`src/rtl/jt49_div_multi_if.sv`:
```
// Bus bundle for the multi-channel clock-enable divider: control inputs
// from the register file and the registered per-channel outputs.
interface jt49_div_multi_if #(
  parameter int W  = 12,
  parameter int CH = 3
);
  logic              cen;
  logic [CH*W-1:0]   period;
  logic [2*CH-1:0]   mode;
  logic [CH-1:0]     restart;
  logic [CH-1:0]     div;
  logic [CH-1:0]     tick;
  logic [CH-1:0]     busy;

  modport master (
    output cen, period, mode, restart,
    input  div, tick, busy
  );

  modport slave (
    input  cen, period, mode, restart,
    output div, tick, busy
  );
endinterface

```
`src/rtl/jt49_div_multi.sv`:
```
// CH independent programmable clock-enable dividers with toggle, pulse,
// one-shot and stop modes; the period is latched at each cycle start.
module jt49_div_multi #(
  parameter int W  = 12,
  parameter int CH = 3
) (
  input  logic              clk,
  input  logic              rst_n,
  jt49_div_multi_if.slave   bus
);

  typedef enum logic [1:0] {
    MODE_TOGGLE  = 2'b00,
    MODE_PULSE   = 2'b01,
    MODE_ONESHOT = 2'b10,
    MODE_STOP    = 2'b11
  } mode_t;

  logic [W-1:0]  r_count [CH];
  logic [W-1:0]  r_act   [CH];
  logic [CH-1:0] r_div;
  logic [CH-1:0] r_tick;
  logic [CH-1:0] r_busy;

  mode_t         w_mode  [CH];
  logic [W-1:0]  w_per   [CH];
  logic [W-1:0]  w_eff   [CH];
  logic [CH-1:0] w_term;
  logic [CH-1:0] w_adv;

  // At cycle start (count==1) the live period is used so a fresh value
  // applies immediately; mid-cycle the latched copy keeps the cycle intact.
  always_comb begin
    for (int i = 0; i < CH; i++) begin
      w_mode[i] = mode_t'(bus.mode[2*i +: 2]);
      w_per[i]  = bus.period[i*W +: W];
      w_eff[i]  = (r_count[i] == W'(1)) ? w_per[i] : r_act[i];
      w_term[i] = (r_count[i] >= w_eff[i]);
      w_adv[i]  = bus.cen && ((w_mode[i] == MODE_TOGGLE) ||
                              (w_mode[i] == MODE_PULSE)  ||
                              ((w_mode[i] == MODE_ONESHOT) && r_busy[i]));
    end
  end

  always_ff @(posedge clk or negedge rst_n) begin
    if (!rst_n) begin
      for (int i = 0; i < CH; i++) begin
        r_count[i] <= W'(1);
        r_act[i]   <= '0;
      end
      r_div  <= '0;
      r_tick <= '0;
      r_busy <= '0;
    end else begin
      for (int i = 0; i < CH; i++) begin
        if (bus.restart[i]) begin
          r_count[i] <= W'(1);
          r_div[i]   <= 1'b0;
          r_tick[i]  <= 1'b0;
          r_busy[i]  <= (w_mode[i] == MODE_ONESHOT);
        end else begin
          r_tick[i] <= w_adv[i] && w_term[i];
          if (w_mode[i] != MODE_ONESHOT) begin
            r_busy[i] <= 1'b0;
          end
          if (w_adv[i]) begin
            if (r_count[i] == W'(1)) begin
              r_act[i] <= w_per[i];
            end
            r_count[i] <= w_term[i] ? W'(1) : r_count[i] + W'(1);
            case (w_mode[i])
              MODE_TOGGLE: begin
                if (w_term[i]) r_div[i] <= ~r_div[i];
              end
              MODE_PULSE: begin
                r_div[i] <= w_term[i];
              end
              MODE_ONESHOT: begin
                if (w_term[i]) begin
                  r_div[i]  <= 1'b1;
                  r_busy[i] <= 1'b0;
                end
              end
              default: begin
              end
            endcase
          end
        end
      end
    end
  end

  assign bus.div  = r_div;
  assign bus.tick = r_tick;
  assign bus.busy = r_busy;

endmodule

```
`src/flat_wrapper.sv`:
```
// flat-port wrapper written by rule: the top's interface ports become plain ports
module jt49_div_multi_flat 
#(
  parameter int W  = 12,
  parameter int CH = 3
)
  (clk, rst_n, bus_cen, bus_period, bus_mode, bus_restart, bus_div, bus_tick, bus_busy);
  jt49_div_multi_if #(.W(W), .CH(CH)) bus_i ();
  input  logic clk;
  input  logic rst_n;
  input wire logic [$bits(bus_i.cen)-1:0] bus_cen;
  input wire logic [$bits(bus_i.period)-1:0] bus_period;
  input wire logic [$bits(bus_i.mode)-1:0] bus_mode;
  input wire logic [$bits(bus_i.restart)-1:0] bus_restart;
  output wire logic [$bits(bus_i.div)-1:0] bus_div;
  output wire logic [$bits(bus_i.tick)-1:0] bus_tick;
  output wire logic [$bits(bus_i.busy)-1:0] bus_busy;
  assign bus_i.cen = bus_cen;
  assign bus_i.period = bus_period;
  assign bus_i.mode = bus_mode;
  assign bus_i.restart = bus_restart;
  assign bus_div = bus_i.div;
  assign bus_tick = bus_i.tick;
  assign bus_busy = bus_i.busy;
  jt49_div_multi #(.W(W), .CH(CH)) u_core (.clk(clk), .rst_n(rst_n), .bus(bus_i));
endmodule
```
`config.mk`:
```
export PLATFORM = sky130hd
export DESIGN_NAME = jt49_div_multi_flat
export DESIGN_NICKNAME = d
export VERILOG_FILES = /design/src/rtl/jt49_div_multi_if.sv /design/src/rtl/jt49_div_multi.sv /design/src/flat_wrapper.sv
export SDC_FILE = /design/constraint.sdc
export NUM_CORES = 1
export LEC_CHECK = 0
export BUFFER_PORTS_ARGS = -buffer_cell sky130_fd_sc_hd__buf_2
export CAP_MARGIN = 20
export CORE_MARGIN = 1.5
export CORE_UTILIZATION = 59
export DETAILED_ROUTE_END_ITERATION = 8
export MAX_ROUTING_LAYER = met4
export PLACE_DENSITY = 0.84
export SYNTH_ARGS = -nofsm -noshare
export SYNTH_HDL_FRONTEND = slang
export SYNTH_SLANG_ARGS = --single-unit
```
`constraint.sdc`:
```
create_clock -name clk -period 4.2 [get_ports clk]
set_input_delay 0.21 -clock clk [delete_from_list [all_inputs] [get_ports clk]]
set_output_delay 0.21 -clock clk [all_outputs]
set_load 0.1 [all_outputs]
```
Word level (Yosys, flattened, before mapping)
Index checks and enable logic that the tools add are counted.

Eq/ne operators: 18. Muxes and demuxes: 45. Reductions and logical operators: 30. Bitwise operators: 6. $add $sub $neg: 3. Magnitude comparators: 3.

Operators with widths (count): two-way mux 12 bit (12); adder 12 x 1 -> 12 bit, second input constant (3); == test 12 x 1 -> 1 bit, second input constant (3); >= comparator 12 bit (3); two-way mux 1 bit (30); != test 3 x 2 -> 1 bit, second input constant (6); AND reduction 4 bit (3); nonzero test 4 bit (3); logical AND 1 bit (9); case mux 1 bit (3 select lines) (3); == test 2 x 1 -> 1 bit, second input constant (3); == test 2 bit, second input constant (3); logical NOT 2 bit (3); logical OR 1 bit (6); != test 2 bit, second input constant (3); inverter 1 bit (6); AND reduction 2 bit (3); nonzero test 2 bit (3).

Flip-flop bits (word level): 81. Input port bits: 48.

Depth between registers and ports, before layout
Gate-level depths: netlist of run 1.

Word-level depth: 7. Mapped depth: 14.

Least setup slack after synthesis of run 1
Ideal clock, no wire load.

Kind: reg2reg. Start: register u_core.r_count[0] in the netlist's numbering. End: register u_core.r_count[5] in the netlist's numbering. Data arrival time: 3.151 ns. Data required time: 4.117 ns. Library setup time: 0.083 ns. Path buffers: 2. Setup slack: 0.967 ns. Cell stages (with the launch flop): 14. Path through: dfstp_2 > ha_1 > nor4b_1 > nand3_1 > buf_1 > mux2i_1 > ha_1 > a21oi_1 > a21boi_0 > a211o_1 > or2_1 > buf_6 > or3_1 > o21ai_0.

Cells in the longest elaborated chain, start to end: 6. Elaborated cells on any way between the ends: 7. Those cells by class: 1 x add/sub; 1 x order compare; 1 x eq/ne; 4 x mux.

Ends and longest elaborated chain: start: declaration (RTL line jt49_div_multi.sv:19) `logic [W-1:0] r_count [CH];`; start signal: indexed assignment (RTL line jt49_div_multi.sv:70) `r_count[i] <= w_term[i] ? W'(1) : r_count[i] + W'(1);`; == test 12 x 1 -> 1 bit (RTL line jt49_div_multi.sv:37) `w_eff[i] = (r_count[i] == W'(1)) ? w_per[i] : r_act[i];`; two-way mux 12 bit; >= comparator 12 bit (RTL line jt49_div_multi.sv:38) `w_term[i] = (r_count[i] >= w_eff[i]);`; two-way mux 12 bit * (RTL line jt49_div_multi.sv:70); two-way mux 12 bit * (RTL line jt49_div_multi.sv:66) `if (w_adv[i]) begin`; two-way mux 12 bit * (RTL line jt49_div_multi.sv:56) `if (bus.restart[i]) begin`.

Every way passes the cells marked *; elsewhere a longest branch is shown, timed or not. The select of a mux whose other input is x is not followed. A chain may end at the register's enable or synchronous reset.

Worst setup path after layout of run 1
Start: register u_core.r_count[24] in the netlist's numbering. End: register u_core.r_count[27] in the netlist's numbering.

Same word-level chain as after synthesis.

==> flow_results.xml, run 1 <==
<?xml version="1.0" encoding="UTF-8"?>
<metrics>
  <group name="floorplan">
    <metric name="floorplan.rows" unit="">33</metric>
    <metric name="die_height" unit="um">96.2</metric>
    <metric name="die_outline_area" unit="sq um">9260</metric>
    <metric name="standard_cell_core_area" unit="sq um">8300</metric>
    <metric name="num_io_pins" unit="">57</metric>
    <metric name="initial_utilization" unit="%">61.8</metric>
    <metric name="fp.dieW" unit="um">96.2</metric>
  </group>
  <group name="route">
    <metric name="drt_pre_antenna_iters" unit="">5</metric>
    <metric name="detail_route.drc_violations" unit="">0</metric>
    <metric name="route.antenna.remaining_nets" unit="">0</metric>
    <metric name="initialDrtViolationCount" unit="">385</metric>
    <metric name="via_count" unit="">4202</metric>
    <metric name="vias_per_cell" unit="">6.20</metric>
    <metric name="detailed_route_wire_length_per_cell" unit="um">16.8</metric>
    <metric name="wl" unit="mm">11.4</metric>
  </group>
  <group name="hold_path">
    <metric name="min-delay-path-class" unit="">primary input to flip-flop</metric>
    <metric name="min_delay_src" unit="">bus_period[14]</metric>
    <metric name="sink_of_the_worst_hold_path" unit="">u_core.r_act[14]</metric>
    <metric name="whs_path_depth" unit="">2</metric>
  </group>
  <group name="timing">
    <metric name="finalSetupViolCount" unit="">0</metric>
    <metric name="min_period" unit="ns">3.72</metric>
    <metric name="period_share" unit="%">88.6</metric>
    <metric name="final.setup_skew" unit="ns">0.0114</metric>
    <metric name="drv_slew" unit="">0</metric>
    <metric name="grt_setup_unrepaired" unit="">no</metric>
    <metric name="fin_hold_ws" unit="ns">0.0909</metric>
    <metric name="fmax" unit="MHz">269</metric>
    <metric name="post-route-worst-setup-slack" unit="ns">0.478</metric>
    <metric name="worst_slew_margin_rel" unit="%">31.2</metric>
    <metric name="fin_tns_setup" unit="ns">0</metric>
    <metric name="worst_pin_slew" unit="ns">1.03</metric>
    <metric name="final-hold-violation-count" unit="">0</metric>
  </group>
  <group name="pwr">
    <metric name="p_leak" unit="uW">0.00276</metric>
    <metric name="power.total" unit="uW">2230</metric>
    <metric name="power.density" unit="nW/um^2">384</metric>
    <metric name="power.ir.vdd_worst" unit="V">0.000261</metric>
  </group>
  <group name="outcome">
    <metric name="run_status" unit="">finished clean</metric>
  </group>
  <group name="setup_path">
    <metric name="setup.reg_to_reg.worst_slack" unit="ns">0.48</metric>
    <metric name="cp_max_fo" unit="">15</metric>
    <metric name="crit_path_capture_type" unit="">flip-flop</metric>
    <metric name="critPathArrivalTime" unit="ns">3.96</metric>
    <metric name="setup.worst_path.class" unit="">flip-flop to flip-flop</metric>
    <metric name="crit_path_start_kind" unit="">flip-flop</metric>
    <metric name="worstRegToRegCells" unit="">12</metric>
    <metric name="cp_data_required_time" unit="ns">4.44</metric>
    <metric name="regToRegStartpoint" unit="">u_core.r_count[24]</metric>
    <metric name="worst_r2r_endpoint" unit="">u_core.r_count[27]</metric>
  </group>
  <group name="logic_synthesis">
    <metric name="dominantRegCellSynth" unit="">dfrtp_1</metric>
    <metric name="yosysWarnings" unit="">0</metric>
    <metric name="synth-seq-area-share" unit="%">39.6</metric>
    <metric name="async_flop_share" unit="%">100</metric>
    <metric name="syn-instance-count" unit="">507</metric>
    <metric name="synthDistinctLibCells" unit="">53</metric>
    <metric name="number_of_enable_type_register_cells_in_the_synthesized_netlist" unit="">0</metric>
    <metric name="synth_nets" unit="">606</metric>
    <metric name="post_synthesis_cell_area" unit="sq um">5130</metric>
    <metric name="postSynthRegisterBits" unit="">81</metric>
    <metric name="syn_area_per_cell" unit="sq um">10.1</metric>
  </group>
  <group name="grt">
    <metric name="grt.overflow.total" unit="">0</metric>
    <metric name="groute.usage.overall" unit="%">27.2</metric>
    <metric name="pin_count_of_the_biggest_net_entering_global_routing" unit="">82</metric>
    <metric name="antenna_violations_before_repair" unit="">0</metric>
    <metric name="first_global_vias" unit="">4263</metric>
    <metric name="grt_first_pass_wirelength" unit="mm">19.0</metric>
  </group>
  <group name="placed_design">
    <metric name="port-buffer-count" unit="">56</metric>
    <metric name="placement.cell_area" unit="sq um">5500</metric>
    <metric name="gp_routability_congestion" unit="">0.887</metric>
    <metric name="detailedPlacementHpwl" unit="mm">8.00</metric>
    <metric name="dp_worst_setup_slack" unit="ns">0.170</metric>
  </group>
  <group name="final_layout">
    <metric name="layout.filler_cells" unit="">626</metric>
    <metric name="finalNetCount" unit="">667</metric>
    <metric name="area.growth.synth_to_final" unit="%">13.3</metric>
    <metric name="final_cell_area" unit="sq um">5810</metric>
    <metric name="number_of_antenna_cells_inserted" unit="">0</metric>
    <metric name="final_layout_size_suffix_gt1_share" unit="%">22.2</metric>
  </group>
  <group name="clock_network">
    <metric name="worst_case_clock_buffer_depth" unit="">2</metric>
    <metric name="post_cts_buffers" unit="">0</metric>
    <metric name="ctsHtreeMaxLevel" unit="">3</metric>
    <metric name="clkSinkCount" unit="">81</metric>
    <metric name="cts_tree" unit="">done</metric>
    <metric name="root_buffer_cell" unit="">clkbuf_8</metric>
    <metric name="clk-insertion-delay-late" unit="ns">0.35</metric>
    <metric name="tritoncts.num_buffers" unit="">9</metric>
    <metric name="clkSlewWorstSetupHoldPaths" unit="ns">0.09</metric>
  </group>
  <group name="job">
    <metric name="max_cap_viol_count" unit="">0</metric>
  </group>
</metrics>
logic make-up (layout without fill, tap and decap cells):
group	after synthesis	count (layout)	synth area share [%]
AND/OR/NAND/NOR	161	161	15.6
AO/OA/AOI/OAI	99	99	12.9
flip-flops	81	81	39.6
multiplexers	77	77	16.0
adder cells (fa/ha/maj)	51	51	12.4
buffers and inverters	34	100	2.83
XOR/XNOR	4	4	0.683
report_power, final:
group	leakage [uW]	internal [uW]	switching [uW]
Sequential	0.00104	912	76.2
Clock	0.000123	413	297
Combinational	0.00159	255	278
Total	0.00276	1580	651
critical path: stages (launching register included):
cell and delay [ns]:
dfstp_2 0.56, ha_1 0.14, nor4b_1 0.24, nand3_1 0.36, buf_4 0.31, mux2i_1 0.14, ha_1 0.32, nand2_1 0.07
o21ai_0 0.14, a21oi_1 0.11, o21ai_2 0.52, nor2_1 0.29, a221o_1 0.39
worst max-delay path by stage:
stage                       start  slack [ns]                  to  cells after the start
2_1_floorplan   u_core.r_count[0]        0.97   u_core.r_count[5]                     13
5_1_grt        u_core.r_count[24]        0.27  u_core.r_count[33]                     12
4_1_cts        u_core.r_count[24]        0.14  u_core.r_count[27]                     12
6_report       u_core.r_count[24]        0.48  u_core.r_count[27]                     12
3_3_place_gp   u_core.r_count[24]        0.40  u_core.r_count[33]                     12
3_5_place_dp   u_core.r_count[24]        0.17  u_core.r_count[33]                     12
layout make-up:
class | count | area (sq um) | area share [%]
well taps | 105 | 131 | 2.26
repair buffers | 64 | 365 | 6.28
inverters | 20 | 75.1 | 1.29
flip-flops and latches | 81 | 2030 | 34.9
clock inverters | 6 | 115 | 1.98
multi-input cells | 392 | 2960 | 50.9
clock buffers | 10 | 138 | 2.37
synthesized netlist by cell type (3+ instances only):
cell type	count	area share, %
and3_1	5	0.61
nor3_1	15	1.5
nor4b_1	5	0.85
dfstp_2	3	1.5
a211oi_1	6	0.88
and4_1	3	0.51
inv_1	20	1.5
a21o_1	6	0.88
o311ai_0	11	1.9
nor2_1	25	1.8
or3_1	3	0.37
and2_1	3	0.37
clkbuf_1	5	0.37
ha_1	51	12
a21oi_1	23	2.2
o21ai_0	25	2.4
nor4_1	4	0.49
nand4_1	4	0.49
mux2_2	39	8.6
dfrtp_1	78	38
nand3_1	36	3.5
a221o_1	7	1.4
nand2_1	45	3.3
a211o_1	4	0.68
buf_2	5	0.49
mux2i_1	38	7.4
state kept, by name (all words and copies together) (netlist names):
register	count
u_core.bus.div	3
u_core.bus.busy	3
u_core.r_count	36
u_core.r_act	36
u_core.bus.tick	3
cells in the final DEF, fill, tap and decap left out, drive strengths merged, types with 6 or more instances in the layout:
cell,count
a211oi,6
a21o,6
a21oi,23
a221o,7
buf,63
clkbuf,10
dfrtp,78
ha,51
inv,20
mux2,39
mux2i,38
nand2,46
nand3,36
nor2,26
nor3,16
o21ai,27
o311ai,11
per-stage QoR:
step           util, %  instances
5_1_grt           70.0        678
6_report          70.0        678
2_1_floorplan        -        507
3_5_place_dp      66.3        658
3_3_place_gp      66.3        658
4_1_cts           69.4        674
timing repair:
| item | 4_1_cts | 5_1_grt |
|---|---|---|
| endpoints found under the hold margin | 0 | 26 |
| hold buffers | 0 | 1 |
| endpoints found under the setup margin | 0 | 5 |
| gates resized for setup | 0 | 1 |
routing by layer:
metal	share of wire (%)	wire length (um)	GRT usage, %
met5	0	0	-
met4	2.3	261	10.9
met1	44	4990	33.1
met3	5.8	655	6.40
met2	48	5480	43.5
Power figures use the tool's default switching activity.
==> inputs of run 2 (changes only) <==
- CORE_ASPECT_RATIO: not set -> 0.9
==> flow_results.xml, run 2 (synthesis results as in run 1) <==
<?xml version="1.0" encoding="UTF-8"?>
<metrics>
  <group name="final_layout">
    <metric name="most_common_cell_after_layout_fill_and_taps_aside" unit="">dfrtp_1</metric>
    <metric name="layout_top_registers" unit="">u_core.r_act (36), u_core.r_count (36)</metric>
    <metric name="area.growth.synth_to_final" unit="%">12.2</metric>
    <metric name="mostFrequentLayoutCells" unit="">dfrtp_1, buf_2, ha_1</metric>
    <metric name="number_of_antenna_cells_inserted" unit="">0</metric>
    <metric name="final_layout_size_suffix_gt1_share" unit="%">21.5</metric>
    <metric name="final_cell_count_no_fill" unit="">691</metric>
    <metric name="layout.filler_cells" unit="">661</metric>
    <metric name="finalNetCount" unit="">666</metric>
  </group>
  <group name="setup_path">
    <metric name="max_stage_delay" unit="ns">0.63</metric>
    <metric name="critical-path-slowest-cell" unit="">nor3_2</metric>
    <metric name="regToRegStartpoint" unit="">u_core.r_count[12]</metric>
    <metric name="critical_path.n_buffers_inverters" unit="">1</metric>
    <metric name="cp-startpoint" unit="">u_core.r_count[12]</metric>
    <metric name="setup.reg_to_reg.worst_slack" unit="ns">0.75</metric>
    <metric name="timing.critical_path.cells" unit="">ha_1 &gt; nor4b_1 &gt; nand3_1 &gt; buf_4 &gt; mux2i_1 &gt; ha_1 &gt; a21oi_1 &gt; o21ai_0 &gt; a221o_1 &gt; nor3_2 &gt; nand3_1 &gt; o311ai_0</metric>
    <metric name="worstRegToRegCells" unit="">12</metric>
    <metric name="cp_data_required_time" unit="ns">4.42</metric>
    <metric name="critPathArrivalTime" unit="ns">3.67</metric>
    <metric name="number_of_gates_on_the_worst_path_with_buffers_counted" unit="">12</metric>
    <metric name="worst_setup_path_endpoint" unit="">u_core.r_count[23]</metric>
    <metric name="crit_path_start_kind" unit="">flip-flop</metric>
    <metric name="cpLargestDelayFamily" unit="">simple AND/OR/NAND/NOR gates</metric>
    <metric name="cp_max_fo" unit="">14</metric>
    <metric name="crit_path_capture_type" unit="">flip-flop</metric>
    <metric name="worst_r2r_endpoint" unit="">u_core.r_count[23]</metric>
    <metric name="setup.worst_path.class" unit="">flip-flop to flip-flop</metric>
  </group>
  <group name="timing">
    <metric name="final.setup_skew" unit="ns">0.00971</metric>
    <metric name="period_share" unit="%">82.2</metric>
    <metric name="finalSetupViolCount" unit="">0</metric>
    <metric name="worst_slew_margin_rel" unit="%">29.1</metric>
    <metric name="fin_tns_setup" unit="ns">0</metric>
    <metric name="fmax" unit="MHz">289</metric>
    <metric name="final-hold-violation-count" unit="">0</metric>
    <metric name="drv_slew" unit="">0</metric>
    <metric name="grt_setup_unrepaired" unit="">no</metric>
    <metric name="worst_pin_slew" unit="ns">1.06</metric>
    <metric name="min_period" unit="ns">3.45</metric>
  </group>
  <group name="clock_network">
    <metric name="clk-insertion-delay-late" unit="ns">0.36</metric>
    <metric name="clkSinkCount" unit="">81</metric>
    <metric name="post_cts_buffers" unit="">0</metric>
    <metric name="clkSlewWorstSetupHoldPaths" unit="ns">0.09</metric>
    <metric name="ctsHtreeMaxLevel" unit="">3</metric>
    <metric name="cts_tree" unit="">done</metric>
    <metric name="post_cts_resize_count" unit="">0</metric>
    <metric name="worst_case_clock_buffer_depth" unit="">2</metric>
    <metric name="tritoncts.num_buffers" unit="">9</metric>
    <metric name="root_buffer_cell" unit="">clkbuf_8</metric>
  </group>
  <group name="job">
    <metric name="max_cap_viol_count" unit="">0</metric>
  </group>
  <group name="hold_path">
    <metric name="min-delay-path-class" unit="">primary input to flip-flop</metric>
    <metric name="whs_path_depth" unit="">2</metric>
  </group>
  <group name="route">
    <metric name="wl" unit="mm">11.3</metric>
    <metric name="route.antenna.remaining_nets" unit="">0</metric>
    <metric name="initialDrtViolationCount" unit="">278</metric>
    <metric name="drt_pre_antenna_iters" unit="">5</metric>
    <metric name="detailed_route_wire_length_per_cell" unit="um">16.3</metric>
    <metric name="vias_per_cell" unit="">6.17</metric>
    <metric name="detail_route.drc_violations" unit="">0</metric>
    <metric name="via_count" unit="">4266</metric>
  </group>
  <group name="outcome">
    <metric name="run_status" unit="">finished clean</metric>
  </group>
  <group name="floorplan">
    <metric name="initial_utilization" unit="%">60.4</metric>
    <metric name="standard_cell_core_area" unit="sq um">8490</metric>
    <metric name="die_height" unit="um">91.5</metric>
    <metric name="floorplan.rows" unit="">32</metric>
    <metric name="die_outline_area" unit="sq um">9260</metric>
    <metric name="fp.dieW" unit="um">101</metric>
    <metric name="num_io_pins" unit="">57</metric>
  </group>
  <group name="grt">
    <metric name="antenna_violations_before_repair" unit="">0</metric>
    <metric name="pin_count_of_the_biggest_net_entering_global_routing" unit="">82</metric>
    <metric name="first_global_vias" unit="">4365</metric>
    <metric name="groute.usage.overall" unit="%">27.2</metric>
    <metric name="grt.overflow.total" unit="">0</metric>
    <metric name="grt_first_pass_wirelength" unit="mm">19.6</metric>
  </group>
  <group name="pwr">
    <metric name="p_leak" unit="uW">0.00272</metric>
    <metric name="power.density" unit="nW/um^2">362</metric>
    <metric name="power.ir.vdd_worst" unit="V">0.000193</metric>
  </group>
  <group name="placed_design">
    <metric name="port-buffer-count" unit="">56</metric>
    <metric name="gp_routability_congestion" unit="">0.859</metric>
    <metric name="detailedPlacementHpwl" unit="mm">8.23</metric>
    <metric name="numPlacedInstances" unit="">672</metric>
  </group>
</metrics>
run 2: cell count changes in the layout (fill, tap and decap cells not counted):
cell       delta
buf_4         -1
bufinv_16     -2
clkbuf_1      +2
clkbuf_8      -1
clkinv_2      +2
clkinv_4      -1
o21ai_1       +1
o21ai_2       -1
run 2: worst min path at each step:
stage                         from                 end  slack [ns]
finish               bus_period[0]    u_core.r_act[24]        0.09
global route        bus_period[11]    u_core.r_act[35]        0.09
CTS                          rst_n    u_core.r_act[18]        0.06
detailed placement           rst_n    u_core.r_act[18]        0.44
global placement             rst_n    u_core.r_act[22]        0.44
floorplan                    rst_n  u_core.bus.busy[0]       -0.09
run 2: cell type report:
| cell class | count | area, sq um | area share (%) |
|---|---|---|---|
| Clock buffer | 11 | 131 | 2.28 |
| Clock inverter | 5 | 56.3 | 0.978 |
| Inverter | 20 | 75.1 | 1.30 |
| Multi-Input combinational cell | 392 | 2950 | 51.3 |
| Sequential cell | 81 | 2030 | 35.3 |
| Tap cell | 119 | 149 | 2.59 |
| Timing Repair Buffer | 63 | 358 | 6.22 |
run 2: worst register-to-register path, cell delays in order (launching register included):
cell and delay (ns):
dfstp_2 0.56, ha_1 0.14, nor4b_1 0.24, nand3_1 0.12, buf_4 0.22, mux2i_1 0.15, ha_1 0.32, a21oi_1 0.14
o21ai_0 0.09, a221o_1 0.41, nor3_2 0.63, nand3_1 0.16, o311ai_0 0.15
run 2: what timing repair did:
item | in CTS | in global routing
hold endpoints to repair | 0 | 22
hold buffers | 0 | 1
endpoints found under the setup margin | 0 | 0
run 2: per-layer routing:
metal / wire (um) / global-route usage (%)
met1: 4820 / 34.1
met5: 0 / -
met2: 5620 / 44.1
met4: 265 / 11.0
met3: 579 / 4.08
run 2: report_power, final:
| part | leakage (uW) | internal, uW | switching (uW) | total, uW |
|---|---|---|---|---|
| logic | 0.00158 | 253 | 277 | 531 |
| registers | 0.00104 | 912 | 74.4 | 986 |
| clock network | 0.0000933 | 275 | 293 | 568 |
| total | 0.00272 | 1440 | 645 | 2080 |
run 2: metrics by stage:
step | power, uW | area (sq um) | hold WS, ns | worst slack, ns | utilization (%)
floorplan | 1370 | 5130 | -0.0856 | 0.967 | -
global placement | 1480 | 5520 | 0.443 | 0.908 | 65.1
detailed placement | 1530 | 5520 | 0.443 | 0.779 | 65.1
CTS | 2090 | 5710 | 0.0588 | 0.734 | 67.3
global route | 2200 | 5750 | 0.0881 | 0.436 | 67.8
finish | 2080 | 5750 | 0.0908 | 0.746 | 67.8
